[config.mk]
export PLATFORM = sky130hd
export DESIGN_NAME = serdes_framed_core_flat
export DESIGN_NICKNAME = d
export VERILOG_FILES = /design/src/rtl/serdes_pkg.sv /design/src/rtl/serdes_framed_core_if.sv /design/src/rtl/serdes_rx_sampler.sv /design/src/rtl/serdes_framed_core.sv /design/src/flat_wrapper.sv
export SDC_FILE = /design/constraint.sdc
export NUM_CORES = 1
export LEC_CHECK = 0
export BUFFER_PORTS_ARGS = -buffer_cell sky130_fd_sc_hd__buf_2
export CAP_MARGIN = 10
export CORE_MARGIN = 8
export CORE_UTILIZATION = 62
export DETAILED_ROUTE_END_ITERATION = 12
export PLACE_DENSITY = 0.84
export SYNTH_ARGS = -nofsm -noshare
export SYNTH_HDL_FRONTEND = slang
export SYNTH_HIERARCHICAL = 1
export SYNTH_SLANG_ARGS = --single-unit
[constraint.sdc]
create_clock -name clk -period 3.06 [get_ports clk]
set_input_delay 0.153 -clock clk [delete_from_list [all_inputs] [get_ports clk]]
set_output_delay 0.153 -clock clk [all_outputs]
set_load 0.05 [all_outputs]
[src/rtl/serdes_pkg.sv]
// Shared types and constants for the framed serial link.
package serdes_pkg;

  typedef enum logic [1:0] {TX_IDLE, TX_START, TX_DATA, TX_STOP} tx_state_t;
  typedef enum logic [1:0] {RX_IDLE, RX_START, RX_DATA, RX_STOP} rx_state_t;

  localparam logic LINE_IDLE = 1'b1;

endpackage

[src/rtl/serdes_framed_core_if.sv]
// Parallel-side handshake bundle of the framed serial link.
interface serdes_framed_core_if #(
  parameter int unsigned DATA_W = 8
) ();

  logic [DATA_W-1:0] tx_data;
  logic              tx_valid;
  logic              tx_ready;
  logic [DATA_W-1:0] rx_data;
  logic              rx_valid;
  logic              rx_err;

  modport master (
    output tx_data, tx_valid,
    input  tx_ready, rx_data, rx_valid, rx_err
  );

  modport slave (
    input  tx_data, tx_valid,
    output tx_ready, rx_data, rx_valid, rx_err
  );

endinterface

[src/rtl/serdes_rx_sampler.sv]
// RX path: 2-flop synchroniser, mid-bit sampling FSM and shift register.
module serdes_rx_sampler
  import serdes_pkg::*;
#(
  parameter int unsigned DATA_W    = 8,
  parameter int unsigned DIV       = 4,
  parameter bit          MSB_FIRST = 1'b0
) (
  input  logic              clk,
  input  logic              rst_n,
  input  logic              line_in,
  output logic [DATA_W-1:0] rx_data,
  output logic              rx_valid,
  output logic              rx_err
);

  localparam int unsigned CNT_W = $clog2(DIV);
  localparam int unsigned BIT_W = $clog2(DATA_W + 1);
  localparam logic [CNT_W-1:0] CNT_LAST  = CNT_W'(DIV - 1);
  localparam logic [CNT_W-1:0] HALF_LAST = CNT_W'(DIV / 2 - 1);
  localparam logic [BIT_W-1:0] BIT_LAST  = BIT_W'(DATA_W - 1);

  rx_state_t         state_q, state_d;
  logic [CNT_W-1:0]  cnt_q, cnt_d;
  logic [BIT_W-1:0]  bit_q, bit_d;
  logic [DATA_W-1:0] sh_q, sh_d;
  logic [DATA_W-1:0] rx_data_q, rx_data_d;
  logic              rx_valid_q, rx_valid_d;
  logic              rx_err_q, rx_err_d;
  logic              sync1_q, sync1_d;
  logic              sync2_q, sync2_d;
  logic              s;

  assign s = sync2_q;

  // State register, synchroniser and registered outputs
  always_ff @(posedge clk or negedge rst_n) begin
    if (!rst_n) begin
      state_q    <= RX_IDLE;
      cnt_q      <= '0;
      bit_q      <= '0;
      sh_q       <= '0;
      rx_data_q  <= '0;
      rx_valid_q <= 1'b0;
      rx_err_q   <= 1'b0;
      sync1_q    <= LINE_IDLE;
      sync2_q    <= LINE_IDLE;
    end else begin
      state_q    <= state_d;
      cnt_q      <= cnt_d;
      bit_q      <= bit_d;
      sh_q       <= sh_d;
      rx_data_q  <= rx_data_d;
      rx_valid_q <= rx_valid_d;
      rx_err_q   <= rx_err_d;
      sync1_q    <= sync1_d;
      sync2_q    <= sync2_d;
    end
  end

  // Next state: start detect, false-start reject, mid-bit data capture
  always_comb begin
    state_d = state_q;
    cnt_d   = cnt_q;
    bit_d   = bit_q;
    sh_d    = sh_q;
    sync1_d = line_in;
    sync2_d = sync1_q;
    case (state_q)
      RX_IDLE: begin
        if (!s) begin
          state_d = RX_START;
          cnt_d   = '0;
        end
      end
      RX_START: begin
        if (cnt_q == HALF_LAST) begin
          cnt_d   = '0;
          bit_d   = '0;
          state_d = s ? RX_IDLE : RX_DATA;
        end else begin
          cnt_d = cnt_q + CNT_W'(1);
        end
      end
      RX_DATA: begin
        if (cnt_q == CNT_LAST) begin
          cnt_d = '0;
          sh_d  = MSB_FIRST ? ((sh_q << 1) | DATA_W'(s))
                            : ((sh_q >> 1) | (DATA_W'(s) << (DATA_W - 1)));
          if (bit_q == BIT_LAST) state_d = RX_STOP;
          else                   bit_d   = bit_q + BIT_W'(1);
        end else begin
          cnt_d = cnt_q + CNT_W'(1);
        end
      end
      RX_STOP: begin
        if (cnt_q == CNT_LAST) begin
          cnt_d   = '0;
          state_d = RX_IDLE;
        end else begin
          cnt_d = cnt_q + CNT_W'(1);
        end
      end
      default: state_d = RX_IDLE;
    endcase
  end

  // Outputs: stop-bit verdict becomes a valid or error pulse next cycle
  always_comb begin
    rx_valid_d = 1'b0;
    rx_err_d   = 1'b0;
    rx_data_d  = rx_data_q;
    if (state_q == RX_STOP && cnt_q == CNT_LAST) begin
      rx_valid_d = s;
      rx_err_d   = !s;
      if (s) rx_data_d = sh_q;
    end
  end

  assign rx_data  = rx_data_q;
  assign rx_valid = rx_valid_q;
  assign rx_err   = rx_err_q;

endmodule

[src/rtl/serdes_framed_core.sv]
// Framed full-duplex serial link: TX serialiser, loopback mux, RX sampler.
module serdes_framed_core
  import serdes_pkg::*;
#(
  parameter int unsigned DATA_W    = 8,
  parameter int unsigned DIV       = 4,
  parameter bit          MSB_FIRST = 1'b0
) (
  input  logic                 clk,
  input  logic                 rst_n,
  serdes_framed_core_if.slave  bus,
  output logic                 ser_out,
  input  logic                 ser_in,
  input  logic                 loopback
);

  localparam int unsigned CNT_W = $clog2(DIV);
  localparam int unsigned BIT_W = $clog2(DATA_W + 1);
  localparam logic [CNT_W-1:0] CNT_LAST = CNT_W'(DIV - 1);
  localparam logic [BIT_W-1:0] BIT_LAST = BIT_W'(DATA_W - 1);

  tx_state_t         tx_state_q, tx_state_d;
  logic [CNT_W-1:0]  tx_cnt_q, tx_cnt_d;
  logic [BIT_W-1:0]  tx_bit_q, tx_bit_d;
  logic [DATA_W-1:0] tx_word_q, tx_word_d;
  logic              ser_out_q, ser_out_d;
  logic              tx_ready_q, tx_ready_d;
  logic              rx_line;
  logic [DATA_W-1:0] rx_data;
  logic              rx_valid;
  logic              rx_err;

  // TX state register and registered line/ready outputs
  always_ff @(posedge clk or negedge rst_n) begin
    if (!rst_n) begin
      tx_state_q <= TX_IDLE;
      tx_cnt_q   <= '0;
      tx_bit_q   <= '0;
      tx_word_q  <= '0;
      ser_out_q  <= LINE_IDLE;
      tx_ready_q <= 1'b1;
    end else begin
      tx_state_q <= tx_state_d;
      tx_cnt_q   <= tx_cnt_d;
      tx_bit_q   <= tx_bit_d;
      tx_word_q  <= tx_word_d;
      ser_out_q  <= ser_out_d;
      tx_ready_q <= tx_ready_d;
    end
  end

  // TX next state: accept in IDLE or last STOP cycle, then time each bit slot
  always_comb begin
    tx_state_d = tx_state_q;
    tx_cnt_d   = tx_cnt_q;
    tx_bit_d   = tx_bit_q;
    tx_word_d  = tx_word_q;
    case (tx_state_q)
      TX_IDLE: begin
        if (bus.tx_valid) begin
          tx_state_d = TX_START;
          tx_cnt_d   = '0;
          tx_word_d  = bus.tx_data;
        end
      end
      TX_START: begin
        if (tx_cnt_q == CNT_LAST) begin
          tx_state_d = TX_DATA;
          tx_cnt_d   = '0;
          tx_bit_d   = '0;
        end else begin
          tx_cnt_d = tx_cnt_q + CNT_W'(1);
        end
      end
      TX_DATA: begin
        if (tx_cnt_q == CNT_LAST) begin
          tx_cnt_d = '0;
          if (tx_bit_q == BIT_LAST) begin
            tx_state_d = TX_STOP;
          end else begin
            tx_bit_d  = tx_bit_q + BIT_W'(1);
            tx_word_d = MSB_FIRST ? (tx_word_q << 1) : (tx_word_q >> 1);
          end
        end else begin
          tx_cnt_d = tx_cnt_q + CNT_W'(1);
        end
      end
      TX_STOP: begin
        if (tx_cnt_q == CNT_LAST) begin
          tx_cnt_d = '0;
          if (bus.tx_valid) begin
            tx_state_d = TX_START;
            tx_word_d  = bus.tx_data;
          end else begin
            tx_state_d = TX_IDLE;
          end
        end else begin
          tx_cnt_d = tx_cnt_q + CNT_W'(1);
        end
      end
      default: tx_state_d = TX_IDLE;
    endcase
  end

  // TX outputs derived from the upcoming state so they register in step
  always_comb begin
    ser_out_d  = LINE_IDLE;
    tx_ready_d = 1'b0;
    case (tx_state_d)
      TX_START: ser_out_d = 1'b0;
      TX_DATA:  ser_out_d = MSB_FIRST ? tx_word_d[DATA_W-1] : tx_word_d[0];
      default:  ser_out_d = LINE_IDLE;
    endcase
    if (tx_state_d == TX_IDLE || (tx_state_d == TX_STOP && tx_cnt_d == CNT_LAST))
      tx_ready_d = 1'b1;
  end

  assign ser_out      = ser_out_q;
  assign bus.tx_ready = tx_ready_q;
  assign rx_line      = loopback ? ser_out_q : ser_in;

  serdes_rx_sampler #(
    .DATA_W    (DATA_W),
    .DIV       (DIV),
    .MSB_FIRST (MSB_FIRST)
  ) u_rx (
    .clk      (clk),
    .rst_n    (rst_n),
    .line_in  (rx_line),
    .rx_data  (rx_data),
    .rx_valid (rx_valid),
    .rx_err   (rx_err)
  );

  assign bus.rx_data  = rx_data;
  assign bus.rx_valid = rx_valid;
  assign bus.rx_err   = rx_err;

endmodule

[src/flat_wrapper.sv]
// flat-port wrapper written by rule: the top's interface ports become plain ports
module serdes_framed_core_flat import serdes_pkg::*;
#(
  parameter int unsigned DATA_W    = 8,
  parameter int unsigned DIV       = 4,
  parameter bit          MSB_FIRST = 1'b0
)
  (clk, rst_n, ser_out, ser_in, loopback, bus_tx_data, bus_tx_valid, bus_tx_ready, bus_rx_data, bus_rx_valid, bus_rx_err);
  serdes_framed_core_if #(.DATA_W(DATA_W)) bus_i ();
  input  logic clk;
  input  logic rst_n;
  output logic ser_out;
  input  logic ser_in;
  input  logic loopback;
  input wire logic [$bits(bus_i.tx_data)-1:0] bus_tx_data;
  input wire logic [$bits(bus_i.tx_valid)-1:0] bus_tx_valid;
  output wire logic [$bits(bus_i.tx_ready)-1:0] bus_tx_ready;
  output wire logic [$bits(bus_i.rx_data)-1:0] bus_rx_data;
  output wire logic [$bits(bus_i.rx_valid)-1:0] bus_rx_valid;
  output wire logic [$bits(bus_i.rx_err)-1:0] bus_rx_err;
  assign bus_i.tx_data = bus_tx_data;
  assign bus_i.tx_valid = bus_tx_valid;
  assign bus_tx_ready = bus_i.tx_ready;
  assign bus_rx_data = bus_i.rx_data;
  assign bus_rx_valid = bus_i.rx_valid;
  assign bus_rx_err = bus_i.rx_err;
  serdes_framed_core #(.DATA_W(DATA_W), .DIV(DIV), .MSB_FIRST(MSB_FIRST)) u_core (.clk(clk), .rst_n(rst_n), .bus(bus_i), .ser_out(ser_out), .ser_in(ser_in), .loopback(loopback));
endmodule
==> results of run 1 <==
[report_power, final]
part | switching, mW | total [mW] | internal, mW
Clock | 0.204 | 0.298 | 0.0939
Sequential | 0.243 | 1.06 | 0.817
Combinational | 0.495 | 0.871 | 0.376
Total | 0.942 | 2.23 | 1.29
[sequential cells by signal, summed over array words and instances, names as in the netlist, 2 cells and up, named ones only]
register and flops:
u_core/tx_state_q 2, u_core/u_rx/cnt_q 2, u_core/tx_bit_q 4, u_core/u_rx/rx_data 8, u_core/tx_word_q 8, u_core/u_rx/bit_q 4, u_core/u_rx/sh_q 8, u_core/tx_cnt_q 2
[area by class of cell]
cell class	instances	area, um^2	area share
flip-flops and latches	46	1160	0.470
multi-input cells	137	1000	0.407
repair buffers	25	130	0.0528
clock buffers	5	37.5	0.0152
inverters	14	52.6	0.0213
clock inverters	3	25.0	0.0102
well taps	48	60.1	0.0244
[cells by family after synthesis]
family                     after synthesis
muxes                                   24
AOI/OAI and AO/OA                       46
buffers and inverters                   22
and+or+nand+nor                         59
DFF                                     46
xor gates and xnor gates                 1
adders and majority gates                7
[critical path, stage by stage, from the launching register on]
cell     delay (ns)
dfrtp_1        0.39
ha_1           0.41
nand3_1        0.23
nor2_1         0.52
nor2_1         0.13
a21o_1         0.20
[Yosys cell counts, drive strengths merged]
cell     count  area [um^2]
clkbuf       1         3.75
inv         14         52.6
dfrtp       42         1050
xnor2        1         8.76
nor2b        3         18.8
nand2b       2         12.5
a22o         2         17.5
a21o         2         15.0
nor3         3         15.0
nor3b        2         15.0
o21ai       15         75.1
o311a        1         10.0
a31o         1         8.76
or4          1         7.51
mux2        17          191
o31a         1         8.76
mux2i        7         70.1
a222oi       1         10.0
or2          1         6.26
ha           7         87.6
nand3b       5         50.1
a2bb2oi      1         8.76
nand2       18         67.6
or3b         1         8.76
and3b        2         17.5
o311ai       1         16.3
and3         1         6.26
a22oi        1         7.51
a31oi        1         6.26
dfstp        4          105
a211oi       1         7.51
a221oi       3         26.3
nand3        8         40.0
nor2        11         46.3
nand4        1         21.3
o31ai        3         22.5
o221a        1         11.3
buf          7         40.0
a21oi       11         58.8
[through the flow]
step           instance area, um^2  std cells  hold slack (ns)   util
3_3_place_gp                  2390        269            0.353  0.668
2_1_floorplan                 2250        205           -0.143      -
4_1_cts                       2460        278          0.00765  0.688
5_1_grt                       2460        278          0.00305  0.688
3_5_place_dp                  2390        269            0.353  0.668
6_report                      2460        278           0.0230  0.688
[worst paths after layout]
check                               startpoint                   end  slack, ns  cells past startpoint
max in group asynchronous                rst_n  u_core/tx_state_q[1]       1.99                      2
max reg2reg                 u_core/tx_cnt_q[0]   u_core/tx_word_q[6]       1.09                      5
min reg2reg                u_core/u_rx/sync1_q         u_core/u_rx/s       0.36                      0
min in group asynchronous                rst_n   u_core/tx_word_q[0]       0.47                      2
min                                     ser_in   u_core/u_rx/sync1_q       0.02                      2
max                         u_core/tx_cnt_q[0]   u_core/tx_word_q[6]       1.09                      5
[layer usage]
metal	vias to the layer above	track usage	share of wire	wire length [um]
met5	-	0	0	0
met4	0	0.0442	0.012	46
met3	4	0.0460	0.046	182
met2	26	0.222	0.47	1900
met1	758	0.170	0.47	1870
li1	779	-	-	-
==> summary.txt, run 1 <==
status - complete, no violations
mux contribution to synthesized area - 0.116
crit end category - register
final setup fails - 0
Worst Tran Pin Value - 0.978 ns
Adder-Cell Fraction of Synth Area - 0.0389
Yosys reg bits - 46
CTS Buf Count - 5
kind of critical path - reg2reg
first-pass GRT wire length - 6670 um
CP required - 3.33 ns
Mapped Area - 0.00225 mm^2
Root Buffer Master - clkbuf_4
CP arrival - 2.23 ns
maxcap violations - 0
setup TNS - 0 ns
Clk pin slew, worst setup/hold paths - 0.13 ns
pwr dens - 905 mW/mm^2
Core Area - 0.00358 mm^2
grt total ovfl - 0
die area - 0.00582 mm^2
Diodes inserted - 0
Cell Rows - 22
drt total wl - 3990 um
post_cts resized - 0
unrepaired setup endpoints after global routing - no
Post-Synth XOR/XNOR Area - 0.00389
largest net degree at the start of global routing - 47
Mean Syn Cell Area - 11.0 um^2
Post-Place Setup Slack - 1.13 ns
sum of net half-perimeters after detailed placement - 2800 um
RePlAce Congestion - 0.860
drt initial violations - 103
Ports - 25
drt via density - 5.64
Hold Crit Class - in2reg
fin crit share - 0.643
Synth Area in Compound Gates - 0.138
H-tree Lvls - 2
vias in the first global route - 1,466
Die Height - 76.3 um
Area growth syn-to-layout - 9.27%
Post-CTS Hold Buffers - 1
DRT antenna net count - 0
die width - 76.3 um
worst skew pair latency - 0.36 ns
Max Freq - 0.508 GHz
simple-gate share of the synthesized area - 0.148
min Tclk post-route - 1.97 ns
leakage power total - 1.21 nW
share of cells above drive strength 1 - 0.265
Overall Global Routing Usage - 0.138
total power - 2.23 mW
syn nets - 225
Peak VDD IR - 0.433 mV
Syn. warnings - 6
clk_skew - 0.0111 ns
via count - 1,567
clock sink total - 46
TritonRoute pass-1 iters - 4
largest family of logic cells by synthesized area - simple AND/OR/NAND/NOR gates
sequential share of the synthesized area - 0.513
most frequent cells in the layout - 42 x dfrtp_1, 24 x buf_2, 18 x nand2_1, 17 x mux2_2, 15 x o21ai_0
Max Fanout on Critical Path - 12
Syn Inst Count - 205
CTS max path bufs - 2
Critical Path Start Type - register
CTS tree - done
Net count, final - 249
IO Port Bufs - 24
Distinct cells, synth - 43
fill cell count - 255
Final Max Tran Viols - 0
Starting Density - 0.630
most common cell after layout, fill and taps aside - dfrtp_1
Post-CTS Setup Bufs - 0
Slew headroom - 0.348
initial antenna violation count - 0
setup ws final - 1.09 ns
Remaining DRCs - 0
wire per inst - 14.4 um
final hold violations - 0
(Power assumes the default switching activity.)
==> inputs of run 2 (changes only) <==
Settings changed: ABC_AREA set to 1, CORE_UTILIZATION 62 to 58, PLACE_DENSITY 0.84 to 0.79.
Clock period 3.06 ns to 2 ns, I/O delays scaled along.
==> run 2 against run 1 <==
  * Via count up 14%
  * Critical path type unchanged
  * Cell count up 26%
  * Wire length up 5.2%
  * Global-route usage up 0.21 points
  * Die area up 8.3%
  * Register-to-register slack worse by 0.71 ns
  * Core utilization down 3.0 points
  * Area after synthesis up 3.4%
  * Sequential power up 36%
  * Hold slack better by 0.033 ns
  * First-iteration DRC count down 19%
  * Synthesized cell count up 31%
==> summary.txt, run 2 <==
TritonRoute pass-1 iters - 4 (unchanged)
Worst Tran Pin Value - 0.570 ns (-0.408 ns)
largest net degree at the start of global routing - 47 (unchanged)
Mean Syn Cell Area - 8.69 um^2 (-21%)
most common cell after layout, fill and taps aside - nand2_1
CTS Buf Count - 5 (unchanged)
crit end category - register
Max Fanout on Critical Path - 5 (-7)
fin crit share - 0.808 (+0.165)
Hold Crit Class - in2reg
Distinct cells, synth - 30 (-30%)
worst hold stages - 2 (unchanged)
Die Height - 79.4 um (+4.1%)
Syn. warnings - 6 (unchanged)
CP startpoint - u_core/tx_cnt_q[0]
fill cell count - 331 (+30%)
ys flop type - dfrtp_1
status - complete, no violations
Post-Place Setup Slack - 0.409 ns (-0.724 ns)
Peak VDD IR - 0.727 mV (+68%)
Mapped Area - 0.00233 mm^2 (+3.4%)
Yosys reg bits - 46 (unchanged)
Yosys top cell by area - dfrtp_1
Slew headroom - 0.620 (+0.272)
most frequent cells in the layout - 71 x nand2_1, 42 x dfrtp_1, 28 x inv_1, 24 x buf_2, 24 x nand3_1
sequential share of the synthesized area - 0.496 (-0.0168)
CTS tree - done
wire per inst - 12.0 um (-16%)
reg2reg path depth - 8 (+3)
worst skew pair latency - 0.30 ns (-0.06 ns)
reg-to-reg startpoint - u_core/tx_cnt_q[0]
Net count, final - 318 (+28%)
top post-synthesis cells by area - dfrtp_1 45%, nand2_1 11%, nand3_1 5.2%
Cell Rows - 23 (+4.5%)
unrepaired setup endpoints after global routing - no
sum of net half-perimeters after detailed placement - 3100 um (+11%)
via count - 1,782 (+14%)
syn nets - 288 (+28%)
drt initial violations - 83 (-19%)
Multi-input gate area - 0.00101 mm^2 (+1.0%)
non-filler instance count after layout - 349 (+26%)
setup ws final - 0.385 ns (-0.708 ns)
WHS Endpoint - u_core/u_rx/sync1_q
CP required - 2.17 ns (-1.16 ns)
initial antenna violation count - 0 (unchanged)
most common cell in the netlist - nand2_1
Post-CTS Hold Buffers - 1 (unchanged)
HP Start - ser_in
drt total wl - 4200 um (+5.2%)
Remaining DRCs - 0 (unchanged)
min Tclk post-route - 1.62 ns (-0.352 ns)
Commonest cells post-synth - 71 x nand2_1, 42 x dfrtp_1, 28 x inv_1
RePlAce Congestion - 0.773 (-10%)
vias in the first global route - 1,718 (+17%)
Inst Count DP - 340 (+26%)
die width - 79.4 um (+4.1%)
IO Port Bufs - 24 (unchanged)
pwr dens - 1340 mW/mm^2 (+48%)
Overall Global Routing Usage - 0.140 (+0.00208)
maxcap violations - 0 (unchanged)
CTS max path bufs - 2 (unchanged)
flip-flop and latch area - 0.00116 mm^2 (unchanged)
Area growth syn-to-layout - 11.4%
total power - 3.48 mW (+56%)
grt total ovfl - 0 (unchanged)
Diodes inserted - 0 (unchanged)
DRT antenna net count - 0 (unchanged)
Starting Density - 0.591 (-0.0388)
Ports - 25 (unchanged)
Core Area - 0.00394 mm^2 (+10%)
kind of critical path - reg2reg
Critical Path Start Type - register
post_cts resized - 0 (unchanged)
first-pass GRT wire length - 7130 um (+6.9%)
clock sink total - 46 (unchanged)
Root Buffer Master - clkbuf_8
final setup fails - 0 (unchanged)
share of cells above drive strength 1 - 0.254 (-0.0110)
Hold Slack - 0.0562 ns (+0.0332 ns)
clk_skew - 0.0102 ns (-0.000830 ns)
Clk pin slew, worst setup/hold paths - 0.08 ns (-0.05 ns)
Post-CTS Setup Bufs - 0 (unchanged)
drt via density - 5.11 (-9.4%)
R2R setup slack - 0.38 ns (-0.71 ns)
CP arrival - 1.79 ns (-0.44 ns)
Final Max Tran Viols - 0 (unchanged)
final hold violations - 0 (unchanged)
Synth top area share - 0.451 (-0.0153)
Syn Inst Count - 268 (+31%)
setup TNS - 0 ns (unchanged)
H-tree Lvls - 2 (unchanged)
EDFF count, synth - 0 (unchanged)
die area - 0.00630 mm^2 (+8.3%)
Post-synth ARST share - 1.00 (unchanged)
Max Freq - 0.619 GHz (+22%)
leakage power total - 1.30 nW (+7.2%)
r2r endpoint - u_core/tx_word_q[1]
run 2: cell count changes after synthesis, sizes merged, moves of 5 or more:
cell	before	now
nand3	8	24
nand3b	5	0
mux2	17	1
nand2	18	85
a21oi	11	4
o21ai	15	27
inv	14	36
run 2: area by class of cell:
class,instances,share of cell area
Multi-Input combinational cell,182,0.390
Sequential cell,46,0.446
Tap cell,50,0.0241
Inverter,37,0.0545
Timing Repair Buffer,26,0.0530
Clock buffer,6,0.0280
Clock inverter,2,0.00530
run 2: report_power, final:
part	switching, mW	leakage (nW)	internal (mW)
registers	0.228	0.596	1.21
logic	0.998	0.657	0.497
clock network	0.299	0.0452	0.247
total	1.53	1.30	1.95
run 2: logic make-up after synthesis:
| logic type | share of synthesized area |
|---|---|
| fa+ha+maj | 0.0376 |
| simple gates | 0.254 |
| flops | 0.496 |
| xor+xnor | 0.00752 |
| mux | 0.0263 |
| compound gates | 0.108 |
| buf+inv | 0.0698 |
run 2: routing by layer:
| layer | global-route usage | share of wire | vias up | wire, um |
|---|---|---|---|---|
| li1 | - | - | 919 | - |
| met3 | 0.0405 | 0.032 | 2 | 133 |
| met4 | 0.0389 | 0.0057 | 0 | 24 |
| met2 | 0.247 | 0.50 | 24 | 2110 |
| met5 | 0 | 0 | - | 0 |
| met1 | 0.161 | 0.46 | 837 | 1930 |
run 2: worst max path at each step:
| stage | to | slack [ns] |
|---|---|---|
| 2_1_floorplan | u_core/tx_word_q[3] | 0.64 |
| 3_3_place_gp | u_core/tx_word_q[4] | 0.46 |
| 3_5_place_dp | u_core/tx_word_q[1] | 0.41 |
| 4_1_cts | u_core/tx_word_q[1] | 0.41 |
| 5_1_grt | u_core/tx_word_q[5] | 0.25 |
| 6_report | u_core/tx_word_q[1] | 0.38 |
run 2: per-stage QoR:
| step | area [um^2] | util |
|---|---|---|
| 3_3_place_gp | 2500 | 0.634 |
| 2_1_floorplan | 2330 | - |
| 6_report | 2590 | 0.658 |
| 5_1_grt | 2590 | 0.658 |
| 3_5_place_dp | 2500 | 0.634 |
| 4_1_cts | 2590 | 0.658 |
run 2: worst max-delay path, cell delays in order, from the launching register on:
cell	delay, ns
dfrtp_1	0.37
ha_1	0.28
inv_1	0.14
nand2_1	0.16
nand2_1	0.11
a21oi_4	0.17
nand2_1	0.11
nand3_1	0.09
nand3_1	0.07
==> inputs of run 3 (changes only) <==
Settings changed: CORE_UTILIZATION 58 to 52, PLACE_DENSITY 0.79 to 0.75.
Clock period 2 ns to 1.4 ns, I/O delays scaled along.
==> run 3 against run 2 <==
  * Core utilization decreased by 0.86 points
  * Largest cell class unchanged
  * Flip-flop and latch count unchanged
  * Largest power group unchanged
  * Global-route usage decreased by 1.1 points
  * Critical path type unchanged
  * Via count increased by 2.7%
  * Non-clock buffer count increased by 9
  * Critical endpoint is now u_core/ser_out
  * Cell count increased by 3.4%
==> summary.txt, run 3 (synthesis results as in run 2) <==
drt via density - 5.07 (-0.67%)
vias in the first global route - 1,792 (+4.3%)
sum of net half-perimeters after detailed placement - 3090 um (-0.43%)
Critical Path Start Type - register
CTS max path bufs - 2 (unchanged)
share of cells above drive strength 1 - 0.359 (+0.105)
total power - 5.48 mW (+57%)
Root Buffer Master - clkbuf_8
unrepaired setup endpoints after global routing - yes
Placed Instance Area - 0.00257 mm^2 (+2.7%)
Final Max Tran Viols - 0 (unchanged)
slowest stage delay, CP - 0.38 ns (about the same)
Die Height - 82.9 um (+4.5%)
CTS tree - done
via count - 1,831 (+2.7%)
status - complete, no violations
kind of critical path - reg2reg
CTS Buf Count - 5 (unchanged)
first-pass GRT wire length - 7560 um (+6.0%)
Max Freq - 0.733 GHz (+18%)
Cell Rows - 24 (+4.3%)
Ports - 25 (unchanged)
family with the most delay on the worst path - simple AND/OR/NAND/NOR gates
clk_skew - 0.0103 ns (+0.0000338 ns)
min Tclk post-route - 1.36 ns (-0.251 ns)
Diodes inserted - 0 (unchanged)
most common cell after layout, fill and taps aside - nand2_1
Remaining DRCs - 0 (unchanged)
H-tree Lvls - 2 (unchanged)
fin crit share - 0.974 (+0.167)
Hold Slack - 0.0121 ns (-0.0441 ns)
Overall Global Routing Usage - 0.130 (-0.0106)
TritonRoute pass-1 iters - 4 (unchanged)
final hold violations - 0 (unchanged)
drt initial violations - 85 (+2.4%)
initial antenna violation count - 0 (unchanged)
pwr dens - 1950 mW/mm^2 (+45%)
Hold Crit Class - in2reg
Core Area - 0.00432 mm^2 (+9.7%)
Peak VDD IR - 1.24 mV (+70%)
clock sink total - 46 (unchanged)
largest net degree at the start of global routing - 47 (unchanged)
crit end category - register
critical path buffer and inverter count - 0 (-1)
worst skew pair latency - 0.30 ns (about the same)
wire per inst - 12.6 um (+4.5%)
Worst Tran Pin Value - 0.303 ns (-0.267 ns)
die area - 0.00688 mm^2 (+9.2%)
final instance area - 0.00281 mm^2 (+8.2%)
Starting Density - 0.539 (-0.0522)
Critical-path top delay cell - dfrtp_1
Net count, final - 328 (+3.1%)
worst hold stages - 2 (unchanged)
most frequent cells in the layout - 60 x nand2_1, 39 x dfrtp_1, 25 x inv_1, 24 x buf_2, 23 x nand3_1
drt total wl - 4540 um (+8.0%)
Cell Chain, Critical Path - ha_2, nand2_2, nor2_4, nand2_2, nand2_4, nand2_4, nand2_4, nand2_2, nand2_1, nand2_1
die width - 82.9 um (+4.5%)
CP required - 1.64 ns (-0.53 ns)
fill cell count - 378 (+14%)
IO Port Bufs - 24 (unchanged)
Inst Count DP - 349 (+2.6%)
non-filler instance count after layout - 361 (+3.4%)
Clk pin slew, worst setup/hold paths - 0.09 ns (about the same)
Slew headroom - 0.797 (+0.178)
maxcap violations - 0 (unchanged)
DRT antenna net count - 0 (unchanged)
CP arrival - 1.60 ns (-0.19 ns)
final setup fails - 0 (unchanged)
cell depth of the worst setup path - 10 (+2)
leakage power total - 1.38 nW (+6.0%)
Area growth syn-to-layout - 20.6%
RePlAce Congestion - 0.797 (+3.1%)
Max Fanout on Critical Path - 4 (-1)
grt total ovfl - 0 (unchanged)
reg2reg path depth - 10 (+2)
[run 3: changes by cell type in the layout (fill, tap and decap cells not counted), sizes merged]
| cell | change |
|---|---|
| clkinv | -1 |
| buf | +9 |
| clkinvlp | +1 |
| nand2 | +1 |
[run 3: final cells by class]
type	instances	area [um^2]	share of cell area
clock buffer	6	82.6	0.0294
clock inverter	2	12.5	0.00445
inverter	37	141	0.0503
multi-input combinational	183	1130	0.402
sequential	46	1160	0.413
tap	52	65.1	0.0232
timing repair buffer	35	218	0.0775
[run 3: metal layers]
layer / GRT usage / wire [um]
met1: 0.149 / 2080
met5: 0 / 0
met4: 0.0399 / 21
met3: 0.0469 / 127
met2: 0.218 / 2310
[run 3: power by group]
| part | internal (mW) | switching, mW |
|---|---|---|
| clock network | 0.397 | 0.433 |
| logic | 0.943 | 1.64 |
| registers | 1.74 | 0.333 |
| total | 3.08 | 2.40 |
[run 3: metrics by stage]
stage               setup TNS (ns)   util  setup WS [ns]
CTS                              0  0.620         0.0148
detailed placement         -0.0571  0.593        -0.0269
finish                           0  0.650         0.0361
global route                -0.639  0.650        -0.0650
floorplan                        0      -         0.0375
global placement           -0.0128  0.593        -0.0128
[run 3: timing repair]
item / CTS / global route
gates resized for setup: 3 / 33
pin swaps: 0 / 12
setup endpoints to repair: 8 / 27
endpoints found under the hold margin: 46 / 0
hold buffers: 1 / 0
setup buffers: 0 / 2
gates cloned: 0 / 1
[run 3: final timing paths]
path / from / to / slack [ns]
max reg2reg: u_core/tx_bit_q[1] / u_core/ser_out / 0.04
max: u_core/tx_bit_q[1] / u_core/ser_out / 0.04
min reg2reg: u_core/u_rx/sync1_q / u_core/u_rx/s / 0.36
max in group asynchronous: rst_n / u_core/ser_out / 0.84
min: ser_in / u_core/u_rx/sync1_q / 0.01
min in group asynchronous: rst_n / u_core/u_rx/bit_q[3] / 0.27
